**src/rtl/muu_request_widen512.sv**
```systemverilog
// Widens the 64-bit request stream into 576-bit splitter beats: header/key words travel alone,
// value words are packed eight per beat, and the header length is rewritten as an output-beat count.
module muu_request_widen512 #(
  parameter int unsigned NET_META_WIDTH = 64,
  parameter int unsigned USER_BITS      = 3
) (
  input  logic                        clk,
  input  logic                        rst_n,
  input  logic [63:0]                 s_axis_tdata,
  input  logic [NET_META_WIDTH-1:0]   s_axis_tuser,
  input  logic [USER_BITS-1:0]        s_axis_tuserid,
  input  logic                        s_axis_tlast,
  input  logic                        s_axis_tvalid,
  output logic                        s_axis_tready,
  output logic [NET_META_WIDTH+511:0] m_axis_tdata,
  output logic [USER_BITS-1:0]        m_axis_tuserid,
  output logic                        m_axis_tlast,
  output logic                        m_axis_tvalid,
  input  logic                        m_axis_tready,
  output logic                        err_len
);

  // Opcodes carrying a key word (values mirror muu_ops.vh).
  localparam logic [7:0] OpProposal          = 8'h01;
  localparam logic [7:0] OpWriteReq          = 8'h02;
  localparam logic [7:0] OpReadReq           = 8'h03;
  localparam logic [7:0] OpFlushDatastore    = 8'h04;
  localparam logic [7:0] OpUnversionedWrite  = 8'h05;
  localparam logic [7:0] OpUnversionedDelete = 8'h06;
  localparam logic [7:0] OpReadConditional   = 8'h07;

  typedef enum logic [2:0] {StHdr0, StHdr1, StKey, StPack, StDrain} state_e;

  state_e                    state_q, state_d;
  logic                      key_q;
  logic [15:0]               len_q;
  logic [15:0]               wleft_q;
  logic [2:0]                pos_q;
  logic [511:0]              acc_q;
  logic [NET_META_WIDTH-1:0] meta_q;
  logic [USER_BITS-1:0]      userid_q;

  logic [7:0]                opcode;
  logic [15:0]               hdr_len;
  logic                      hdr_key;
  logic [16:0]               val_words;
  logic [15:0]               hdr_beats;
  logic [15:0]               new_len;
  logic                      last_word;
  logic                      complete;
  logic                      beat_last;
  logic                      mismatch;
  logic                      accept;
  logic [511:0]              payload;
  logic [NET_META_WIDTH-1:0] meta_sel;
  logic [USER_BITS-1:0]      userid_sel;

  // Header length rewrite: key word counts as one beat, values round up to whole beats.
  always_comb begin
    opcode    = s_axis_tdata[31:24];
    hdr_len   = s_axis_tdata[47:32];
    hdr_key   = opcode inside {OpProposal, OpWriteReq, OpReadReq, OpFlushDatastore,
                               OpUnversionedWrite, OpUnversionedDelete, OpReadConditional};
    val_words = (hdr_len > {15'b0, hdr_key}) ? ({1'b0, hdr_len} - {16'b0, hdr_key}) : 17'd0;
    hdr_beats = {15'b0, hdr_key} + 16'((val_words + 17'd7) >> 3);
    new_len   = (hdr_len == 16'd0) ? 16'd0 : hdr_beats;
  end

  always_comb begin
    last_word          = (wleft_q == 16'd1);
    complete           = 1'b0;
    beat_last          = 1'b0;
    mismatch           = 1'b0;
    state_d            = state_q;
    payload            = '0;
    payload[63:0]      = s_axis_tdata;
    unique case (state_q)
      StHdr0: begin
        complete       = 1'b1;
        payload[47:32] = new_len;
        beat_last      = s_axis_tlast;
        mismatch       = s_axis_tlast;
        state_d        = s_axis_tlast ? StHdr0 : StHdr1;
      end
      StHdr1: begin
        complete = 1'b1;
        if (len_q == 16'd0) begin
          beat_last = 1'b1;
          state_d   = StHdr0;
        end else if (s_axis_tlast) begin
          beat_last = 1'b1;
          mismatch  = 1'b1;
          state_d   = StHdr0;
        end else begin
          state_d = key_q ? StKey : StPack;
        end
      end
      StKey, StPack: begin
        if (state_q == StPack) begin
          payload                      = acc_q;
          payload[{pos_q, 6'b0} +: 64] = s_axis_tdata;
          complete = (pos_q == 3'd7) || last_word || s_axis_tlast;
        end else begin
          complete = 1'b1;
        end
        beat_last = last_word || s_axis_tlast;
        mismatch  = last_word != s_axis_tlast;
        if (s_axis_tlast) begin
          state_d = StHdr0;
        end else if (last_word) begin
          state_d = StDrain;
        end else begin
          state_d = StPack;
        end
      end
      StDrain: begin
        if (s_axis_tlast) state_d = StHdr0;
      end
      default: state_d = StHdr0;
    endcase
  end

  // The HDR0 beat carries the metadata being captured on that same word.
  assign meta_sel   = (state_q == StHdr0) ? s_axis_tuser : meta_q;
  assign userid_sel = (state_q == StHdr0) ? s_axis_tuserid : userid_q;

  assign s_axis_tready = (state_q == StDrain) || !complete || !m_axis_tvalid || m_axis_tready;
  assign accept        = s_axis_tvalid && s_axis_tready;

  always_ff @(posedge clk or negedge rst_n) begin
    if (!rst_n) begin
      state_q        <= StHdr0;
      key_q          <= 1'b0;
      len_q          <= '0;
      wleft_q        <= '0;
      pos_q          <= '0;
      acc_q          <= '0;
      meta_q         <= '0;
      userid_q       <= '0;
      m_axis_tvalid  <= 1'b0;
      m_axis_tlast   <= 1'b0;
      m_axis_tdata   <= '0;
      m_axis_tuserid <= '0;
      err_len        <= 1'b0;
    end else begin
      err_len <= 1'b0;
      if (m_axis_tvalid && m_axis_tready) m_axis_tvalid <= 1'b0;
      if (accept) begin
        state_q <= state_d;
        err_len <= mismatch;
        if (complete) begin
          m_axis_tvalid  <= 1'b1;
          m_axis_tdata   <= {meta_sel, payload};
          m_axis_tlast   <= beat_last;
          m_axis_tuserid <= userid_sel;
        end
        case (state_q)
          StHdr0: begin
            meta_q   <= s_axis_tuser;
            userid_q <= s_axis_tuserid;
            key_q    <= hdr_key;
            len_q    <= hdr_len;
          end
          StHdr1: begin
            wleft_q <= len_q;
            pos_q   <= '0;
            acc_q   <= '0;
          end
          StKey: wleft_q <= wleft_q - 16'd1;
          StPack: begin
            wleft_q <= wleft_q - 16'd1;
            if (complete) begin
              acc_q <= '0;
              pos_q <= '0;
            end else begin
              acc_q <= payload;
              pos_q <= pos_q + 3'd1;
            end
          end
          default: ;
        endcase
      end
    end
  end

endmodule

```
**config.mk**
```make
export PLATFORM = sky130hd
export DESIGN_NAME = muu_request_widen512
export DESIGN_NICKNAME = d
export VERILOG_FILES = /design/src/rtl/muu_request_widen512.sv
export SDC_FILE = /design/constraint.sdc
export NUM_CORES = 2
export LEC_CHECK = 0
export BUFFER_PORTS_ARGS = -buffer_cell sky130_fd_sc_hd__buf_2
export CORE_UTILIZATION = 43
export CTS_BUF_LIST = sky130_fd_sc_hd__clkbuf_4 sky130_fd_sc_hd__clkbuf_8
export CTS_CLUSTER_DIAMETER = 100
export DETAILED_ROUTE_END_ITERATION = 8
export PLACE_DENSITY = 0.59
export RECOVER_POWER = 25
export SETUP_SLACK_MARGIN = 0.02
export SLEW_MARGIN = 20
export SYNTH_ARGS = -nofsm -noshare
export SYNTH_HDL_FRONTEND = slang
export SYNTH_SLANG_ARGS = --single-unit
```
**constraint.sdc**
```tcl
create_clock -name clk -period 9.2 [get_ports clk]
set_clock_uncertainty 0.1 [all_clocks]
set_input_delay 0.46 -clock clk [delete_from_list [all_inputs] [get_ports clk]]
set_output_delay 0.46 -clock clk [all_outputs]
set_load 0.01 [all_outputs]
```
## Word level (Yosys, flattened, before mapping)

Index checks and enable logic that the tools add are counted.
Widths: inputs -> output; s select.

- Eq/ne operators: 15
- Reduce and logical (&&, ||, !) cells: 23
- Multiplexer cells: 33
- Shifts and indexed selects: 2
- Magnitude comparators: 1
- Add/sub/neg operators: 6

Operators by type and width:

| kind | count |
|---|---|
| $mux 512 | 2 |
| $pmux 512 s2 | 1 |
| $bwmux 512 | 1 |
| $shift 64x11->512 const A | 1 |
| $shiftx 64x11->512 | 1 |
| $mux 464 | 1 |
| $mux 64 | 1 |
| $pmux 16 s2 | 2 |
| $eq 8x3->1 const B | 4 |
| $logic_not 16->1 | 2 |
| $mux 32 | 1 |
| $add 17x3->17 const B | 1 |
| $mux 17 | 1 |
| $sub 16x1->17 | 1 |
| $eq 16x1->1 const B | 1 |
| $eq 8x2->1 const B | 2 |
| $gt 16x1->1 | 1 |
| $sub 16x1->16 const B | 1 |
| $add 1x14->15 | 1 |
| $mux 15 | 1 |
| $mux 3 | 5 |
| $pmux 3 s4 | 1 |
| $neg 9->11 | 1 |
| $mux 1 | 10 |
| other kinds (19) | 36 |

- Input port bits: 136
- Register bits after elaboration: 1,200
- Logic and storage cells: 93

## Logic depth before layout (Yosys ltp)

- Depth after elaboration: 11
- Mapped depth: 14
- Gate-level depth less buffers: 14

## Worst setup path after synthesis

No wires, ideal clock.

- Kind: input -> register
- Start: input port s_axis_tdata[27]
- End: register m_axis_tdata[44]
- Setup time: 120 ps
- Data arrival time: 3,884 ps
- Buffers on the path: 0
- Stages on the path: 11
- Path slack: 5,096 ps
- Required time: 8,980 ps
- Cell sequence: or4_1 > nor3_1 > ha_1 > ha_1 > or4b_1 > or4_1 > a22oi_1 > or4b_4 > nor4b_2 > mux2i_1 > nor2_1

- Cells in the longest elaborated chain, start to end: 8
- Elaborated cells between the ends (all ways): 18
- Classes of those cells: 3 x add/sub; 1 x order compare; 7 x eq/ne; 1 x shift; 5 x mux; 1 x reduce/logical

RTL lines:

| item | RTL line | text |
|---|---|---|
| start, declared | 9 | `input logic [63:0] s_axis_tdata,` |
| $eq 8x1->1, or another cell as far along | 62 | `hdr_key = opcode inside {OpProposal, OpWriteReq, OpReadReq, OpFlushDatastore,` |
| $reduce_bool 7->1 (*) | 62 |  |
| via hdr_key | 45 | `logic hdr_key;` |
| $sub 16x1->17 / $gt 16x1->1 (equally long branches) | 64 | `val_words = (hdr_len > {15'b0, hdr_key}) ? ({1'b0, hdr_len} - {16'b0, hdr_key}) : 17'd0;` |
| $mux 17 | 64 |  |
| $add 17x3->17 | 65 | `hdr_beats = {15'b0, hdr_key} + 16'((val_words + 17'd7) >> 3);` |
| $add 1x14->15 (*) | 65 |  |
| $mux 15 (*) | 66 | `new_len = (hdr_len == 16'd0) ? 16'd0 : hdr_beats;` |
| $pmux 16 s2 (*) | 77 | `unique case (state_q)` |
| end signal, assigned | 153 | `m_axis_tdata <= {meta_sel, payload};` |
| end, declared | 15 | `output logic [NET_META_WIDTH+511:0] m_axis_tdata,` |

Mark *: on every way through the listed nets, which the timed path passes. The rest lies on a longest branch.
A chain may end at the register's enable or synchronous reset.

==> reports/metrics.cfg <==
[run]
cap_violations = 3

[route]
top_layer = met4
first_iter_violations = 3693
route.layer.met1.wl_mm = 75.5
detail_route.wl_per_cell_um = 25.0
wl_met2_mm = 81.4
dr_total_vias = 41900
ant_nets = 0
first_pass_iters = 5
wl_mm = 179
drcViolationCount = 0
viasPerCell = 5.86
met3_length_mm = 15.4

[global_route]
grt_pass1_wl_mm = 268
grt-ovfl-total = 0
track_usage_pct = 28.9
antenna_found_initial = 3
grt_pass1_vias = 41000
grt_start_max_net_pins = 253

[floorplan]
die_w_um = 350
io_pins = 719
chipHeight_um = 350
core-area_mm2 = 0.120
dieArea_mm2 = 0.123
start_util_pct = 43.4
rows = 127

[synth]
syn_inst = 4782
yosys.area.top_type = dfrtp_1
synth-seq-cells = 1200
synth_edf_count = 0
yosysMostFrequentCell = dfrtp_1
synthArstFlopShare_pct = 100
yosys.cell_types.count = 78
netlist_area_mm2 = 0.0521
ys.flop_type = dfrtp_1
postSynthAreaPerCell_um2 = 10.9
ys_warn_count = 0
syn_nets = 4934
yosys-top-cells-count = dfrtp_1 (1200), nand2_1 (684), o31ai_1 (453), clkbuf_1 (392), a22o_1 (376)
seq_area_frac_synth_pct = 57.6
synth.area.top_cells = dfrtp_1 (58%), o31ai_1 (6.5%), a22o_1 (6.3%)
yosys.area.top_type_share_pct = 57.6

[pwr]
powerDensity_mw_per_mm2 = 236
peakVddDrop_v = 0.000181
leakagePower_nw = 29.6

[place]
placed_cells = 6649
hpwlAfterDp_mm = 106
io_buffers = 718
preCtsSetupSlack_ns = 4.36
place.gp.congestion = 0.853
place_area_mm2 = 0.0564

[min_path]
hold_class = in2async

[timing]
fin_setup_tns_ns = 0
max_freq_ghz = 0.190
post-route-period-util_pct = 57.2
worst_slew_pin_slew_ns = 4.65
setup_slack_ns = 3.94
relSlewSlack_pct = -210
setup_viol = 0
drv_slew = 216
final.min_clock_period_ns = 5.26
rsz0062_at_grt = no
finalHoldViolations = 0

[clock_tree]
clockBufferDepth = 3
clk_pin_slew_ns = 0.06
cts_max_level = 4
cts-root-buf = clkbuf_8
clkSinkCount = 1200
clk_latency_ns = 0.97
cts_tree = yes
cts_made_buffers = 203

[finish]
stdcell_count = 7150
synthToLayoutAreaGrowth_pct = 19.4
fill_cells = 11000
layout-drive-gt1-share_pct = 22.2
finalInstanceArea_mm2 = 0.0622
layout.nets = 5531

[worst_setup_path]
cp_max_fo = 147
cp.arrival_ns = 5.10
worstRegToRegCells = 9
cp-start-kind = input port
crit_required_ns = 9.04
crit_type = in2async
cp-end-kind = asynchronous set/reset pin

[run_status]
status = finished, violations left
violations = max-capacitance violations, max-slew violations

==> worst max-delay path, stage by stage <==
cell and delay, ns:
dlygate4sd3_1 0.58, buf_12 0.58, clkbuf_1 3.31
==> timing repair <==
item	in CTS	in global routing
endpoints found under the hold margin	1147	0
hold buffers	135	0
buffers inserted	0	0
resized for setup	0	0
==> path summary, 6_finish.rpt <==
kind	start	endpoint	slack [ns]
worst max-delay path	rst_n	acc_q[0]	3.94
worst min-delay path	rst_n	m_axis_tdata[186]	0.10
worst max register to register	pos_q[0]	m_axis_tdata[346]	4.56
worst min register to register	m_axis_tdata[384]	m_axis_tdata[384]	0.37
max in group clk	pos_q[0]	m_axis_tdata[346]	4.56
min in group clk	s_axis_tdata[39]	acc_q[423]	0.13
==> power by group <==
group          internal, mW  switching (mW)  total (mW)
clock                  2.91            2.31        5.23
sequential             5.82           0.357        6.17
combinational         0.983            2.30        3.28
total                  9.71            4.97        14.7
==> metal layers <==
metal,vias to the layer above,global-route usage [%]
met5,-,0
met4,0,11.4
met3,295,7.58
met2,1683,44.4
met1,21100,38.9
li1,18800,-
==> placed cells by master, fill, tap and decap left out, types with 8 or more instances in the layout <==
cell and instances:
dfrtp_1 1200, buf_2 704, nand2_1 680, o31ai_1 453, a22o_1 376, a21oi_1 301, clkbuf_8 272, nor2_1 188
mux2i_1 179, o21ai_0 163, and3_1 135, dlygate4sd3_1 135, a22oi_1 130, a32o_1 129, mux2_2 58, clkbuf_4 51
buf_4 47, mux2_1 24, nor3_1 22, clkinv_2 20, inv_1 17, ha_1 16, clkbuf_1 16, nor4_1 13
nand3_1 12, buf_12 12, xor2_1 9, nor3b_1 8
==> state kept, by name, indices dropped and copies added (netlist names), 16 cells and up <==
name          count
meta_q           64
wleft_q          16
len_q            16
acc_q           512
m_axis_tdata    576
==> through the flow <==
| step | util [%] | total power, mW | hold WS [ns] |
|---|---|---|---|
| after floorplan | - | 8.22 | 0.0644 |
| after global placement | 46.9 | 9.42 | 0.355 |
| after detailed placement | 46.9 | 9.48 | 0.361 |
| after CTS | 51.8 | 14.8 | 0.0323 |
| after global routing | 51.8 | 15.4 | 0.0791 |
| final | 51.8 | 14.7 | 0.102 |
==> cells by family after synthesis <==
logic type | share of synthesized area [%]
AOI/OAI and AO/OA | 22.6
xor gates and xnor gates | 0.252
adders and majority gates | 0.403
buffers and inverters | 4.51
DFF | 57.6
muxes | 5.21
and+or+nand+nor | 9.45
==> cell type report <==
class                   instances  area, um2  area share [%]
diodes                          5       12.5          0.0201
clock buffers                 323       4130            6.63
clock inverters                36        360           0.579
inverters                      18       67.6           0.109
multi-input cells            3039      20000            32.2
flip-flops and latches       1200      30000            48.2
well taps                    1612       2020            3.24
repair buffers                917       5610            9.01
Note: power is estimated with default switching activity, not from simulation.
